$ cat config.mk
export PLATFORM = sky130hd
export DESIGN_NAME = apb_uart_rx_fifo
export DESIGN_NICKNAME = d
export VERILOG_FILES = /design/src/rtl/uart_rx_pkg.sv /design/src/rtl/uart_rx_sync_fifo.sv /design/src/rtl/apb_uart_rx_fifo.sv
export SDC_FILE = /design/constraint.sdc
export NUM_CORES = 1
export LEC_CHECK = 0
export ABC_AREA = 1
export BUFFER_PORTS_ARGS = -buffer_cell sky130_fd_sc_hd__buf_2
export CORE_MARGIN = 5
export CORE_UTILIZATION = 40
export CTS_CLUSTER_DIAMETER = 100
export CTS_CLUSTER_SIZE = 28
export DETAILED_ROUTE_END_ITERATION = 8
export HOLD_SLACK_MARGIN = 0.05
export MAX_ROUTING_LAYER = met4
export SKIP_CTS_REPAIR_TIMING = 1
export SLEW_MARGIN = 20
export SYNTH_ARGS = -nofsm -noshare
export SYNTH_HDL_FRONTEND = slang
export SYNTH_SLANG_ARGS = --single-unit
$ cat constraint.sdc
create_clock -name clk -period 5.4 [get_ports clk]
set_input_delay 0.54 -clock clk [delete_from_list [all_inputs] [get_ports clk]]
set_output_delay 0.54 -clock clk [all_outputs]
set_load 0.03 [all_outputs]
$ cat src/rtl/uart_rx_pkg.sv
// Shared definitions for the APB UART receiver with FIFO.
// Register map, FSM/parity encodings and STATUS bit positions.
package uart_rx_pkg;

  localparam logic [2:0] ADDR_STATUS    = 3'd0;
  localparam logic [2:0] ADDR_ERR_CLR   = 3'd1;
  localparam logic [2:0] ADDR_BP_LO     = 3'd2;
  localparam logic [2:0] ADDR_BP_HI     = 3'd3;
  localparam logic [2:0] ADDR_DATA_SIZE = 3'd4;
  localparam logic [2:0] ADDR_PARITY    = 3'd5;
  localparam logic [2:0] ADDR_RX_DATA   = 3'd6;
  localparam logic [2:0] ADDR_COUNT     = 3'd7;

  typedef enum logic [1:0] {
    PAR_NONE = 2'd0,
    PAR_EVEN = 2'd1,
    PAR_ODD  = 2'd2
  } parity_mode_t;

  typedef enum logic [2:0] {
    ST_IDLE,
    ST_START,
    ST_DATA,
    ST_PARITY,
    ST_STOP
  } rx_state_t;

  localparam int STAT_NOT_EMPTY = 0;
  localparam int STAT_FULL      = 1;
  localparam int STAT_OVERRUN   = 2;
  localparam int STAT_FRAMING   = 3;
  localparam int STAT_PARITY    = 4;

  localparam int MIN_BIT_PERIOD = 4;
  localparam logic [3:0] DEF_DATA_SIZE = 4'd8;

endpackage

$ cat src/rtl/uart_rx_sync_fifo.sv
// Synchronous FIFO, no overwrite; push and pop may share an edge.
// A push into a full FIFO only lands when a pop frees a slot that cycle.
module uart_rx_sync_fifo #(
  parameter int WIDTH = 8,
  parameter int DEPTH = 8,
  localparam int AW = $clog2(DEPTH),
  localparam int CW = AW + 1
) (
  input  logic             clk,
  input  logic             rst,
  input  logic             push_i,
  input  logic [WIDTH-1:0] wdata_i,
  input  logic             pop_i,
  output logic [WIDTH-1:0] rdata_o,
  output logic             full_o,
  output logic             empty_o,
  output logic [CW-1:0]    count_o
);

  logic [WIDTH-1:0] mem_q [DEPTH];
  logic [AW-1:0]    wr_ptr_q, rd_ptr_q;
  logic [CW-1:0]    count_q, count_d;
  logic             do_push, do_pop;

  assign full_o  = (count_q == CW'(DEPTH));
  assign empty_o = (count_q == '0);
  assign count_o = count_q;
  assign rdata_o = mem_q[rd_ptr_q];

  assign do_pop  = pop_i & ~empty_o;
  assign do_push = push_i & (~full_o | do_pop);

  always_comb begin
    count_d = count_q;
    unique case ({do_push, do_pop})
      2'b10:   count_d = count_q + CW'(1);
      2'b01:   count_d = count_q - CW'(1);
      default: count_d = count_q;
    endcase
  end

  always_ff @(posedge clk) begin
    if (rst) begin
      wr_ptr_q <= '0;
      rd_ptr_q <= '0;
      count_q  <= '0;
    end else begin
      count_q <= count_d;
      if (do_push) wr_ptr_q <= wr_ptr_q + AW'(1);
      if (do_pop)  rd_ptr_q <= rd_ptr_q + AW'(1);
    end
  end

  always_ff @(posedge clk) begin
    if (do_push) mem_q[wr_ptr_q] <= wdata_i;
  end

endmodule

$ cat src/rtl/apb_uart_rx_fifo.sv
// APB slave UART receiver: 5-8 data bits, optional parity, 1 stop,
// receive FIFO and sticky error flags cleared through ERR_CLR.
module apb_uart_rx_fifo #(
  parameter int FIFO_DEPTH = 8,
  parameter int BP_W       = 14,
  parameter int RESET_BP   = 10
) (
  input  logic       clk,
  input  logic       rst,
  input  logic       serial_in,
  input  logic       psel,
  input  logic       penable,
  input  logic       pwrite,
  input  logic [2:0] paddr,
  input  logic [7:0] pwdata,
  output logic [7:0] prdata,
  output logic       pslverr
);
  import uart_rx_pkg::*;

  localparam int CW = $clog2(FIFO_DEPTH) + 1;

  logic [1:0]      sync_q;
  logic            prev_q;
  logic            rx_s, fall;
  logic [BP_W-1:0] bp_q, eff_bp;
  logic [3:0]      ds_q;
  parity_mode_t    par_q;
  rx_state_t       state_q;
  logic [BP_W-1:0] bp_w_q, cnt_q;
  logic [3:0]      ds_w_q, bit_q;
  parity_mode_t    par_w_q;
  logic [7:0]      data_q, push_data_q;
  logic            par_err_q, push_q;
  logic            ovr_q, frm_q, perr_q;
  logic            bit_end, stop_samp, exp_par;
  logic            set_ovr, set_frm, set_perr;
  logic            acc, wr_acc, rd_acc, err, wr_ok, pop;
  logic [2:0]      clr;
  logic [15:0]     bp_ext, bp_wr;
  logic [7:0]      fifo_rdata;
  logic            full, empty;
  logic [CW-1:0]   count;

  assign rx_s = sync_q[1];
  assign fall = prev_q & ~rx_s;
  assign eff_bp = (bp_q < BP_W'(MIN_BIT_PERIOD)) ? BP_W'(MIN_BIT_PERIOD) : bp_q;
  assign bit_end = (cnt_q == bp_w_q - BP_W'(1));
  assign exp_par = (par_w_q == PAR_ODD) ? ~^data_q : ^data_q;

  always_ff @(posedge clk) begin
    if (rst) begin
      sync_q <= 2'b11;
      prev_q <= 1'b1;
    end else begin
      sync_q <= {sync_q[0], serial_in};
      prev_q <= rx_s;
    end
  end

  always_ff @(posedge clk) begin
    if (rst) begin
      state_q     <= ST_IDLE;
      bp_w_q      <= BP_W'(RESET_BP);
      ds_w_q      <= DEF_DATA_SIZE;
      par_w_q     <= PAR_NONE;
      cnt_q       <= '0;
      bit_q       <= '0;
      data_q      <= '0;
      par_err_q   <= 1'b0;
      push_q      <= 1'b0;
      push_data_q <= '0;
    end else begin
      push_q <= 1'b0;
      cnt_q  <= cnt_q + BP_W'(1);
      unique case (state_q)
        ST_IDLE: begin
          cnt_q <= '0;
          if (fall) begin
            bp_w_q  <= eff_bp;
            ds_w_q  <= ds_q;
            par_w_q <= par_q;
            state_q <= ST_START;
          end
        end
        ST_START: begin
          if (cnt_q == (bp_w_q >> 1)) begin
            cnt_q <= '0;
            if (!rx_s) begin
              state_q   <= ST_DATA;
              bit_q     <= '0;
              data_q    <= '0;
              par_err_q <= 1'b0;
            end else begin
              state_q <= ST_IDLE;
            end
          end
        end
        ST_DATA: begin
          if (bit_end) begin
            cnt_q <= '0;
            data_q[bit_q[2:0]] <= rx_s;
            bit_q <= bit_q + 4'd1;
            if (bit_q == ds_w_q - 4'd1)
              state_q <= (par_w_q == PAR_NONE) ? ST_STOP : ST_PARITY;
          end
        end
        ST_PARITY: begin
          if (bit_end) begin
            cnt_q     <= '0;
            par_err_q <= (rx_s != exp_par);
            state_q   <= ST_STOP;
          end
        end
        ST_STOP: begin
          if (bit_end) begin
            cnt_q   <= '0;
            state_q <= ST_IDLE;
            if (rx_s && !par_err_q) begin
              push_q      <= 1'b1;
              push_data_q <= data_q;
            end
          end
        end
        default: state_q <= ST_IDLE;
      endcase
    end
  end

  assign stop_samp = (state_q == ST_STOP) & bit_end;
  assign set_frm   = stop_samp & ~rx_s;
  assign set_perr  = stop_samp & rx_s & par_err_q;
  assign set_ovr   = push_q & full & ~pop;

  assign acc    = psel & penable;
  assign wr_acc = acc & pwrite;
  assign rd_acc = acc & ~pwrite;

  always_comb begin
    err = 1'b0;
    unique case (1'b1)
      wr_acc: begin
        unique case (paddr)
          ADDR_STATUS, ADDR_RX_DATA, ADDR_COUNT: err = 1'b1;
          ADDR_DATA_SIZE: err = !(pwdata inside {[8'd5:8'd8]});
          ADDR_PARITY:    err = (pwdata[1:0] == 2'd3);
          default:        err = 1'b0;
        endcase
      end
      rd_acc:  err = (paddr == ADDR_ERR_CLR);
      default: err = 1'b0;
    endcase
  end

  assign pslverr = err;
  assign wr_ok   = wr_acc & ~err;
  assign pop     = rd_acc & (paddr == ADDR_RX_DATA) & ~empty;
  assign clr     = (wr_ok && paddr == ADDR_ERR_CLR) ? pwdata[2:0] : 3'b000;
  assign bp_ext  = 16'(bp_q);

  always_comb begin
    bp_wr = bp_ext;
    if (paddr == ADDR_BP_LO) bp_wr[7:0] = pwdata;
    else bp_wr[15:8] = pwdata;
  end

  always_ff @(posedge clk) begin
    if (rst) begin
      bp_q   <= BP_W'(RESET_BP);
      ds_q   <= DEF_DATA_SIZE;
      par_q  <= PAR_NONE;
      ovr_q  <= 1'b0;
      frm_q  <= 1'b0;
      perr_q <= 1'b0;
    end else begin
      if (wr_ok && (paddr == ADDR_BP_LO || paddr == ADDR_BP_HI))
        bp_q <= bp_wr[BP_W-1:0];
      if (wr_ok && paddr == ADDR_DATA_SIZE) ds_q <= pwdata[3:0];
      if (wr_ok && paddr == ADDR_PARITY) par_q <= parity_mode_t'(pwdata[1:0]);
      // A set landing on the same edge as its clear wins.
      ovr_q  <= set_ovr  | (ovr_q  & ~clr[0]);
      frm_q  <= set_frm  | (frm_q  & ~clr[1]);
      perr_q <= set_perr | (perr_q & ~clr[2]);
    end
  end

  always_comb begin
    prdata = 8'h00;
    if (rd_acc) begin
      unique case (paddr)
        ADDR_STATUS: begin
          prdata[STAT_NOT_EMPTY] = ~empty;
          prdata[STAT_FULL]      = full;
          prdata[STAT_OVERRUN]   = ovr_q;
          prdata[STAT_FRAMING]   = frm_q;
          prdata[STAT_PARITY]    = perr_q;
        end
        ADDR_BP_LO:     prdata = bp_ext[7:0];
        ADDR_BP_HI:     prdata = bp_ext[15:8];
        ADDR_DATA_SIZE: prdata = {4'h0, ds_q};
        ADDR_PARITY:    prdata = {6'h00, par_q};
        ADDR_RX_DATA:   prdata = empty ? 8'h00 : fifo_rdata;
        ADDR_COUNT:     prdata = 8'(count);
        default:        prdata = 8'h00;
      endcase
    end
  end

  uart_rx_sync_fifo #(
    .WIDTH (8),
    .DEPTH (FIFO_DEPTH)
  ) u_fifo (
    .clk     (clk),
    .rst     (rst),
    .push_i  (push_q),
    .wdata_i (push_data_q),
    .pop_i   (pop),
    .rdata_o (fifo_rdata),
    .full_o  (full),
    .empty_o (empty),
    .count_o (count)
  );

endmodule

# After elaboration in Yosys (flattened, before gate mapping)

Memory sizes are Yosys's and may differ from the RTL's. A register that Yosys moved wholly into a read port is not among the register bits.
Index checks and enable logic that the tools add are counted.

Add/subtract/negate cells: 8
$mul: 0
Divide/modulo/power cells: 0
$lt $le $gt $ge: 5
Equal/unequal tests: 27
Shifts and indexed selects: 0
Multiplexer cells: 42
Bitwise logic cells: 34
Reductions and logical operators: 29

Operators by type and width:

| cell                  | count |
|---|---|
| $mux 14               | 3 |
| $pmux 14 s3           | 1 |
| $mux 8                | 5 |
| $pmux 5 s7            | 1 |
| $mux 3                | 10 |
| $and 1x1->1           | 18 |
| $pmux 4 s2            | 2 |
| $pmux 8 s2            | 1 |
| $eq 3x3->1 const B    | 5 |
| $pmux 3 s5            | 1 |
| $add 14x1->14 const B | 1 |
| $eq 14x13->1          | 1 |
| $eq 14x14->1          | 1 |
| $lt 14x3->1 const B   | 1 |
| $ne 2x2->1 const B    | 7 |
| $sub 14x1->14 const B | 1 |
| $eq 3x2->1 const B    | 4 |
| $mux 4                | 3 |
| $not 1->1             | 12 |
| $pmux 3 s3            | 1 |
| $reduce_or 3->1       | 3 |
| $add 4x1->4 const B   | 2 |
| $bwmux 8              | 1 |
| $ge 8x3->1 const B    | 1 |
| other kinds (30)      | 59 |

Bits in registers: 95
Latch bits: 0
Bits in writable memories: 64
ROM bits: 0
Input port bits: 17
Output and inout bits: 9
Word-level logic and storage cells: 168
Memories: 1

Memories:

| name         | words | width | read ports | clocked after memory_dff | wr ports | line                    | text |
|---|---|---|---|---|---|---|---|
| u_fifo.mem_q | 8     | 8     | 1          | 1                        | 1        | uart_rx_sync_fifo.sv:20 | `logic [WIDTH-1:0] mem_q [DEPTH];` |

# Logic depth before layout (Yosys ltp)

Gate-level depths: netlist of run 1.

Word-level depth: 12
Gate-level depth with buffers: 17
Depth with buffers taken out: 17

# By module

A second synthesis of run 1 with hierarchy kept.

Cells, all modules: 1021
Area, all modules: 8242.9 um^2

By module, submodules not included:

| module            | instances | cells each | area an instance (um^2) | seq. area each (um^2) |
|---|---|---|---|---|
| apb_uart_rx_fifo  | 1         | 762        | 5031.1                  | 1701.6 |
| uart_rx_sync_fifo | 1         | 259        | 3211.8                  | 2182.1 |

# Least setup slack after synthesis of run 1

Ideal clock, no wire load.

Kind: input-to-reg
Start point: in penable
End point: reg u_fifo.count_q[3] (netlist: u_fifo.count_o[3])
Library setup time: 119 ps
Data arrival time: 2644 ps
Required time: 5281 ps
Setup slack: 2636 ps
Stages on the path: 17
Path buffers: 0
Cell sequence: inv_1 -> nor3_1 -> inv_2 -> nor2_1 -> inv_2 -> nand2_1 -> nand2_1 -> ha_1 -> ha_1 -> nand2_1 -> nor2_1 -> a211oi_1 -> nor2_1 -> nor2_1 -> nand2_1 -> o21ai_0 -> a21oi_1

Word-level cells in the longest chain between the ends: 9
Elaborated cells between the ends (all ways): 11
Those cells by class: eq/ne (2); mux (1); bitwise (7); reduce/logical (1)

Ends and longest elaborated chain:

| item                                            | line                    | text |
|---|---|---|
| start: declaration                              | apb_uart_rx_fifo.sv:12  | `input logic penable,` |
| $and 1x1->1 *                                   | apb_uart_rx_fifo.sv:135 | `assign acc = psel & penable;` |
| $and 1x1->1 *                                   | apb_uart_rx_fifo.sv:137 | `assign rd_acc = acc & ~pwrite;` |
| $and 1x1->1 * (2 in series)                     | apb_uart_rx_fifo.sv:157 | `assign pop = rd_acc & (paddr == ADDR_RX_DATA) & ~empty;` |
| $and 1x1->1 *                                   | uart_rx_sync_fifo.sv:30 | `assign do_pop = pop_i & ~empty_o;` |
| named net u_fifo.do_pop                         | uart_rx_sync_fifo.sv:23 | `logic do_push, do_pop;` |
| $or 1x1->1                                      | uart_rx_sync_fifo.sv:31 | `assign do_push = push_i & (~full_o \| do_pop);` |
| $and 1x1->1                                     | uart_rx_sync_fifo.sv:31 |  |
| $eq 2x1->1 or $eq 2x2->1 (tied branches)        | uart_rx_sync_fifo.sv:35 | `unique case ({do_push, do_pop})` |
| $pmux 4 s2 or $reduce_bool 2->1 (tied branches) | --                      |  |
| end signal: assignment                          | uart_rx_sync_fifo.sv:48 | `count_q <= count_d;` |
| end: declaration                                | uart_rx_sync_fifo.sv:22 | `logic [CW-1:0] count_q, count_d;` |

The timed path passes the listed nets; every way through them passes the cells marked *.
A chain may end at the register's enable or synchronous reset.

==> results, run 1 <==
- The reported leakage power is 3.34 nW.
- Across the VDD grid, the largest voltage drop is 0.229 mV.
- The TritonCTS buffer count is 17.
- The fraction of post-synthesis cell area in the top cell type by area is between 20% and 30%.
- In this run the clock root is driven by a sky130_fd_sc_hd__clkbuf_16.
- After clock tree synthesis, the clock-pin slew on the worst setup and hold paths is roughly 0.06 ns.
- Global routing finished with a remaining overflow of 0.
- In the routed design, unresolved DRC markers number 0.
- The highest net fanout along the worst path is 33.
- After synthesis, the share of flip-flops with an asynchronous set or reset is 0%.
- Walking the worst path, the cells encountered are inv_1 > nor2_1 > o221ai_1 > nand3_1 > a31oi_1 > buf_2.
- Before antenna repair, the detailed router went through 5 iterations.
- Input and output buffers added on the ports amount to 25.
- The worst path needs 3.53 ns of the cycle, external delays included.
- The post-layout total power is 3.02 mW.
- The core region is 0.0195 mm2.
- The average routed wire per standard cell is between 15 and 20 um.
- For this design the top-level I/O count stands at 26.
- The global placement routability congestion is slightly below 0.9.
- The row count is 51.
- The routed design has 19400 um of wire.
- The number of nets in the synthesized netlist is 994.
- The worst hold path belongs to the class input pin to flop.
- Across every metal layer, demand over resource in global routing totals 18.2%.
- Power spread over the standard cell area amounts to about 340 mW/mm2.
- The slowest library cell on the worst path is sky130_fd_sc_hd__dfxtp_1.
- Dividing the synthesized area by the synthesized cell count gives roughly 8.2 um2.
- Summed over all nets, the half-perimeter wirelength after detailed placement is ~14000 um.
- For the pin with the worst max-slew slack, the measured transition is 0.939 ns.
- The cell area that synthesis handed to floorplanning was 0.00789 mm2.
- The startpoint type of the worst setup path is a flop.
- The global-route wire length before repair is 31600 um.
- Timing would allow up to 283 MHz.
- CTS built an H-tree with a depth of 4.
- The TritonCTS clock tree is yes.
- For the final routed database, the setup TNS stands at 0 ns.
- Of the cells placed in the final design, the portion with a size suffix greater than 1 is 8.66%.
- The final layout net count is around 1000.
- The final setup skew is 0.0121 ns.
- The number of global-route vias before repair was 6117.
- Once placement finished, the instance area stood at 0.00822 mm2.
- In this run, synthesis produced a sequential element count of 162.
- The total buffers and inverters traversed by the critical path is 2.
- Counting along the longest clock path gives a buffer depth of 2.
- Setup repair after global routing left no endpoint under its margin.
- The element type at the critical path end is an output pin.
- The die boundary height is around 150 um.
- Among cell families on the critical path, the largest total delay comes from flip-flops.
- The worst-case headroom to the max-slew limit is a little under two fifths.
- sky130_fd_sc_hd__dfxtp_1 takes more of the synthesized area than any other cell.
- The placed cell count is between 1000 and 1500.
- The initial antenna violation count came to 0.
- The area growth from synthesis to layout is 11.4%.
- The number of max-capacitance violations reported is 0.
- For this run, the slowest stage of the critical path takes 0.92 ns.
- The count of unique library cells instantiated by Yosys is 41.
- The overall die width is around 150 um.
- The number of antenna diodes in the final layout is 0.
- The critical path class is flop to output pin.
- Data on the critical path arrives at its endpoint at between 2 and 3 ns.
- The setup slack after placement is 2.25 ns.
- After technology mapping, the gate count stands at roughly 970.
- The flow ran to the end, and the final reports show no timing, DRC or antenna violations.
- In the routed layout, each cell is associated on average with a via count of ~5.2.
- The number of endpoints with negative hold slack in the final report is 0.
- For this block, the initial DRC count from the detailed router was around 500.
- Entering global routing, the biggest net connects 43 pins.
- The most used flip-flop cell after synthesis is sky130_fd_sc_hd__dfxtp_1.
- The final core area utilization is 45.1%.
- The total die area is 0.0226 mm2.
- The clock reaches the later pin of the worst-skew pair after 0.44 ns.
- For this design, the sink count on the clock tree is 162.
- The smallest setup slack after layout is around 1.9 ns.
- In the finished design, the share of the clock period the worst path needs comes to around two thirds.
- The starting utilization of the core area is 40.5%.
- The via count is 6554.
- For this run, the register share of the synthesized area comes to 49.3%.
- On the final layout, the worst hold slack is 0.295 ns.
- The top cell types in the final layout, fill and taps aside, are 153 x sky130_fd_sc_hd__nand2_1, 113 x sky130_fd_sc_hd__inv_1, 112 x sky130_fd_sc_hd__nor2_1.
- The count of cells in the finished layout, fillers not included, comes to 1258.
- The number of routed nets with antenna violations is 0.
- The synthesized design contains between 60 and 70 enable-type register cells.
- The total of endpoints with negative setup slack in the final report is 0.
- The commonest non-fill, non-tap cell in the layout is sky130_fd_sc_hd__nand2_1.
- After synthesis, the cell types taking the most area are sky130_fd_sc_hd__dfxtp_1 25%, sky130_fd_sc_hd__edfxtp_1 24%, sky130_fd_sc_hd__nand2_1 7.3%.
- For this run, the number of Yosys warnings is 0.
- The worst endpoint required time is 4.86 ns.
- The number of pins exceeding their max-slew limit in the final report was 0.
- After filler insertion, the fill cell instance count of the layout stands at 1915.
- With fillers left out, the area of the finished cells amounts to a little under 0.009 mm2.
-- sequential cells by signal, summed over array words and instances (netlist names), 8 cells and up, named ones only --
signal / count
u_fifo.mem_q: 64
bp_q: 14
bp_w_q: 14
cnt_q: 14
data_q: 8
push_data_q: 8
-- cell type report --
type	instances	area, um2	area share, %
clock buffer	18	429	4.88
multi-input combinational	655	3420	39.0
timing repair buffer	26	133	1.51
clock inverter	14	141	1.61
sequential	162	3880	44.2
tap	265	332	3.77
inverter	118	443	5.04
-- synthesized netlist by cell type (4+ instances only) --
| cell | number |
|---|---|
| sky130_fd_sc_hd__xnor2_1 | 17 |
| sky130_fd_sc_hd__nand4_1 | 27 |
| sky130_fd_sc_hd__nand3b_1 | 6 |
| sky130_fd_sc_hd__clkbuf_1 | 25 |
| sky130_fd_sc_hd__o221ai_1 | 16 |
| sky130_fd_sc_hd__nand2_1 | 153 |
| sky130_fd_sc_hd__o22ai_1 | 12 |
| sky130_fd_sc_hd__nand3_1 | 40 |
| sky130_fd_sc_hd__dfxtp_1 | 98 |
| sky130_fd_sc_hd__o21ai_0 | 89 |
| sky130_fd_sc_hd__nor3_1 | 23 |
| sky130_fd_sc_hd__nor4_1 | 5 |
| sky130_fd_sc_hd__ha_1 | 9 |
| sky130_fd_sc_hd__nor2_1 | 112 |
| sky130_fd_sc_hd__edfxtp_1 | 64 |
| sky130_fd_sc_hd__inv_1 | 113 |
| sky130_fd_sc_hd__a31oi_1 | 6 |
| sky130_fd_sc_hd__a21oi_1 | 78 |
| sky130_fd_sc_hd__or2_2 | 10 |
| sky130_fd_sc_hd__buf_2 | 5 |
| sky130_fd_sc_hd__xor2_1 | 20 |
| sky130_fd_sc_hd__nor2_4 | 5 |
| sky130_fd_sc_hd__o211ai_1 | 4 |
-- worst register-to-register path, cell delays in order, from the launching register on --
cell	delay (ns)
sky130_fd_sc_hd__dfxtp_1	0.40
sky130_fd_sc_hd__inv_1	0.11
sky130_fd_sc_hd__nand4_1	0.14
sky130_fd_sc_hd__nand2_1	0.10
sky130_fd_sc_hd__nor2_1	0.28
sky130_fd_sc_hd__inv_2	0.11
sky130_fd_sc_hd__nand2_1	0.08
sky130_fd_sc_hd__nand2_1	0.13
sky130_fd_sc_hd__ha_1	0.26
sky130_fd_sc_hd__ha_1	0.33
sky130_fd_sc_hd__nand2_1	0.08
sky130_fd_sc_hd__nor2_1	0.04
sky130_fd_sc_hd__a211oi_1	0.24
sky130_fd_sc_hd__nor2_1	0.07
sky130_fd_sc_hd__nor2_1	0.09
sky130_fd_sc_hd__nand2_1	0.07
sky130_fd_sc_hd__o21ai_0	0.15
sky130_fd_sc_hd__a21oi_1	0.06
-- logic make-up after synthesis --
family          count (synthesis)  synth area share [%]
xor+xnor                       37                  4.11
compound gates                215                  15.2
flops                         162                  49.3
simple gates                  393                  22.5
fa+ha+maj                      10                  1.68
buf+inv                       150                  7.32
-- report_power, final --
group	switching, mW	total [mW]	internal, mW
sequential	0.0463	1.34	1.29
combinational	0.345	0.511	0.167
clock	0.559	1.17	0.613
total	0.950	3.02	2.07
-- worst paths after layout --
path / start / end / slack [ns] / depth (start not counted)
worst min-delay path: serial_in / sync_q[0] / 0.29 / 2
worst max register to register: u_fifo.count_o[1] / u_fifo.count_o[3] / 2.57 / 17
worst max-delay path: flop / prdata[5] / 1.87 / 6
worst min register to register: sync_q[0] / sync_q[1] / 0.42 / 1
-- per-layer routing --
layer,routed length (um),global-route usage [%],share of wire (%)
met1,9410,24.9,49
met4,602,7.55,3.1
met5,0,-,0
met3,973,3.70,5.0
met2,8410,26.3,43
(Power assumes the default switching activity.)
==> run 2: changes to the inputs <==
--- a/config.mk
+++ b/config.mk
@@ -5,7 +5,7 @@
 export SDC_FILE = /design/constraint.sdc
 export NUM_CORES = 1
 export LEC_CHECK = 0
-export ABC_AREA = 1
+export ABC_AREA = 0
 export BUFFER_PORTS_ARGS = -buffer_cell sky130_fd_sc_hd__buf_2
 export CORE_MARGIN = 5
 export CORE_UTILIZATION = 40
==> constraint.sdc (replaced) <==
create_clock -name clk -period 3.2 [get_ports clk]
set_input_delay 0.32 -clock clk [delete_from_list [all_inputs] [get_ports clk]]
set_output_delay 0.32 -clock clk [all_outputs]
set_load 0.03 [all_outputs]
==> run 2 against run 1 <==
  * Largest cell class unchanged
  * Die area decreased by 0.89%
  * Sequential share of layout area decreased by 0.52 points
  * Clock-buffer cell count unchanged
  * First-iteration DRC count decreased by 21%
  * Cell count decreased by 16%
==> results, run 2 <==
- The run finished with clean final reports.
- The HPWL reported at the end of detailed placement is 12400 um (-11%).
- The die boundary height is 150 um (-0.45%).
- The number of routed nets with antenna violations came to 0 (unchanged).
- The most numerous cell in the Yosys netlist is sky130_fd_sc_hd__dfxtp_1.
- The via count was 5678 (-13%).
- The share of async-settable or async-resettable flops after synthesis was 0% (unchanged).
- The iteration count of the initial detailed-routing pass was 5 (unchanged).
- The setup slack after placement came to 0.288 ns (-1.96 ns).
- The startpoint type of the worst setup path is a flop.
- The largest area contributor in the synthesized netlist is sky130_fd_sc_hd__dfxtp_1.
- The switching power share of the total is 24.8% (-6.6 points).
- The TritonCTS buffer count is 17 (unchanged).
- The worst-case headroom to the max-slew limit is 51.3% (+14 points).
- By area the synthesized netlist is led by sky130_fd_sc_hd__dfxtp_1 25%, sky130_fd_sc_hd__edfxtp_1 25%, sky130_fd_sc_hd__mux4_2 4.6%.
- The number of flops mapped to enable cells by yosys is 64 (unchanged).
- The share of layout cells above drive strength 1 is 16.4% (+7.7 points).
- The number of top-level pins is 26 (unchanged).
- The signed area change from the synthesized netlist to the final layout is 13.8%.
- The average routed wire per standard cell is 16.9 um (+9.8%).
- The sequential cell area in the final layout was 0.00388 mm2 (unchanged).
- In the synthesized netlist the dominant register cell turns out to be sky130_fd_sc_hd__dfxtp_1.
- The mean area per synthesized cell is 10.3 um2 (+27%).
- TritonCTS built the clock tree.
- The number of buffers on the longest clock path was 2 (unchanged).
- The global-route wire length before repair is 28900 um (-8.4%).
- The row count is 51 (unchanged).
- The proportion of power drawn by flip-flops and latches is 49.5% (+5.2 points).
- The register with the most flip-flops is u_fifo.mem_q.
- Setup repair after global routing left no endpoint under its margin.
- The final setup TNS is 0 ns (unchanged).
- The port buffer count is 25 (unchanged).
- The overall fraction of global-route tracks in use was 16.9% (-1.2 points).
- The initial antenna violation count is 0 (unchanged).
- In the layout the commonest cells are 98 x sky130_fd_sc_hd__dfxtp_1, 73 x sky130_fd_sc_hd__nand2_1, 73 x sky130_fd_sc_hd__nor2_1.
- The fmax is approximately 340 MHz.
- The antenna cell count is 0 (unchanged).
- The number of global-route vias before repair is 5378 (-12%).
- The final layout net count came to 807 (-20%).
- The proportion of synthesized chip area in sequential cells is 49.7% (+0.47 points).
- The switching power total is 1.08 mW (+14%).
- The internal power of the cells is 3.27 mW (+58%).
- The remaining global-route overflow is 0 (unchanged).
- The total wire length after detailed routing is 17900 um (-7.6%).
- The count of synthesis-stage warnings from yosys is 0 (unchanged).
- The mean number of vias per cell is 5.37 (+3.0%).
- The number of pins exceeding their max-slew limit in the final report is 0 (unchanged).
- The count of unique library cells instantiated by Yosys is 69 (+68%).
- The worst setup path is captured at a flop.
- The summed instance area of the synthesized netlist is 0.00781 mm2 (-0.95%).
- The flip-flop count of the largest register, all copies and words added is 64 (unchanged).
- After layout, the minimum clock period comes to between 2 and 3 ns.
- The number of max-capacitance violations reported is 0 (unchanged).
- The largest net degree at the start of global routing is 58 (+35%).
- The clock share of power was 46.0% (+7.2 points).
- The reported leakage power is 3.12 nW (-6.5%).
- The starting utilization of the core area was 40.4% (-0.12 points).
- The overall die width is 150 um (-0.45%).
- The DRC violation count after routing is 0 (unchanged).
- The cell area power density is 490 mW/mm2 (+42%).
- The maximum level of the CTS H-tree is 4 (unchanged).
- The smallest setup slack after layout is 0.257 ns (-1.61 ns).
- The power share of the combinational group is 4.5% (-12 points).
- The final worst-path cycle share is approximately nine tenths.
- The worst-margin pin slew came to 0.730 ns (-0.209 ns).
- The clock insertion delay at the later pin of the skew report is 0.43 ns (about the same).
- The worst endpoint required time is 3.52 ns (-1.34 ns).
- The total die area is 0.0224 mm2 (-0.89%).
- The clock transition at the register clock pins on the worst setup and hold paths after CTS is 0.07 ns (about the same).
- The global placement routability congestion is 0.867 (-0.61%).
- The iteration-0 DRC count of the detailed router is 407 (-21%).
- The fraction of post-synthesis cell area in the top cell type by area is 25.1% (+0.24 points).
- The clock sink count was 162 (unchanged).
- The net count after synthesis is 784 (-21%).
- The data arrival at the endpoint of the critical path came to 3.26 ns (+0.27 ns).
- The total area of multi-input combinational cells came to 0.00367 mm2 (+7.2%).
- The total of endpoints with negative setup slack in the final report came to 0 (unchanged).
- Ranked by instance count, the synthesized netlist is headed by 98 x sky130_fd_sc_hd__dfxtp_1, 73 x sky130_fd_sc_hd__nand2_1, 73 x sky130_fd_sc_hd__nor2_1.
- The layout filler cell count is 1773 (-7.4%).
- The area of the core is 0.0193 mm2 (-0.66%).
- The number of flip-flops and latches in the synthesized netlist is 162 (unchanged).
- The gate count after technology mapping is 757 (-22%).
- The library cell used as clock root buffer is sky130_fd_sc_hd__clkbuf_16.
- The type of the most critical hold path is input pin to flop.
- The critical path class is flop to flop.
- The number of endpoints with negative hold slack in the final report is 0 (unchanged).
- The highest net fanout along the worst path is 13 (-61%).
- Leaving out fill and tap cells, the most frequent cell in the layout is sky130_fd_sc_hd__dfxtp_1.
- The largest voltage drop on the vdd net is 0.372 mV (+62%).
- The final setup skew is 0.0123 ns (+0.000152 ns).
## run 2: power by group through the flow
stage	Combinational [mW]	Clock, mW	Sequential, mW
final	0.195	2.00	2.16
after global routing	0.214	2.13	2.16
after CTS	0.193	2.03	2.15
after detailed placement	0.192	0	2.20
after global placement	0.193	0	2.20
after floorplan	0.146	0	2.19
## run 2: critical path, cell delays in order (launching register included)
cell and delay (ns):
sky130_fd_sc_hd__dfxtp_1 0.38, sky130_fd_sc_hd__or4_4 0.57, sky130_fd_sc_hd__or4_1 0.52, sky130_fd_sc_hd__a21o_1 0.22, sky130_fd_sc_hd__a21oi_4 0.22, sky130_fd_sc_hd__nand2_1 0.30, sky130_fd_sc_hd__o311a_1 0.42, sky130_fd_sc_hd__a31o_2 0.20
## run 2: cells by family (layout without fill, tap and decap cells)
group	Yosys count	count (layout)	share of synthesized area, %
adder cells (fa/ha/maj)	10	10	1.70
AND/OR/NAND/NOR	264	264	17.0
AO/OA/AOI/OAI	137	137	11.4
buffers and inverters	66	102	3.32
XOR/XNOR	66	66	7.40
multiplexers	52	52	9.42
flip-flops	162	162	49.7
## run 2: per-stage QoR
step           utilization (%)  cell area, um2  instances  power (mW)  hold WS (ns)
2_1_floorplan                -            7810        757        2.33         0.389
3_3_place_gp              42.9            8290       1026        2.40         0.396
3_5_place_dp              42.9            8290       1026        2.39         0.396
4_1_cts                   46.0            8890       1058        4.38        0.0632
5_1_grt                   46.0            8890       1058        4.50        0.0747
6_report                  46.0            8890       1058        4.35        0.0776
## run 2: path summary, 6_finish.rpt
kind	from	endpoint	slack, ns	cells after the start
max	bp_w_q[0]	data_q[7]	0.26	7
min	serial_in	sync_q[0]	0.08	2
max reg2reg	bp_w_q[0]	data_q[7]	0.26	7
min reg2reg	sync_q[0]	sync_q[1]	0.41	1
## run 2: area by class of cell
class	count	share of cell area [%]
flip-flops and latches	162	43.7
multi-input cells	529	41.3
clock buffers	18	4.94
repair buffers	55	3.94
well taps	265	3.73
clock inverters	14	1.76
inverters	15	0.633
## run 2: per-layer routing
layer	up-vias	part of all wire, %	track usage, %	routed length [um]
met3	14	4.5	3.85	811
met2	123	46	25.4	8270
met1	2715	48	23.3	8650
li1	2826	-	-	-
met5	-	0	-	0
met4	0	1.0	4.48	180
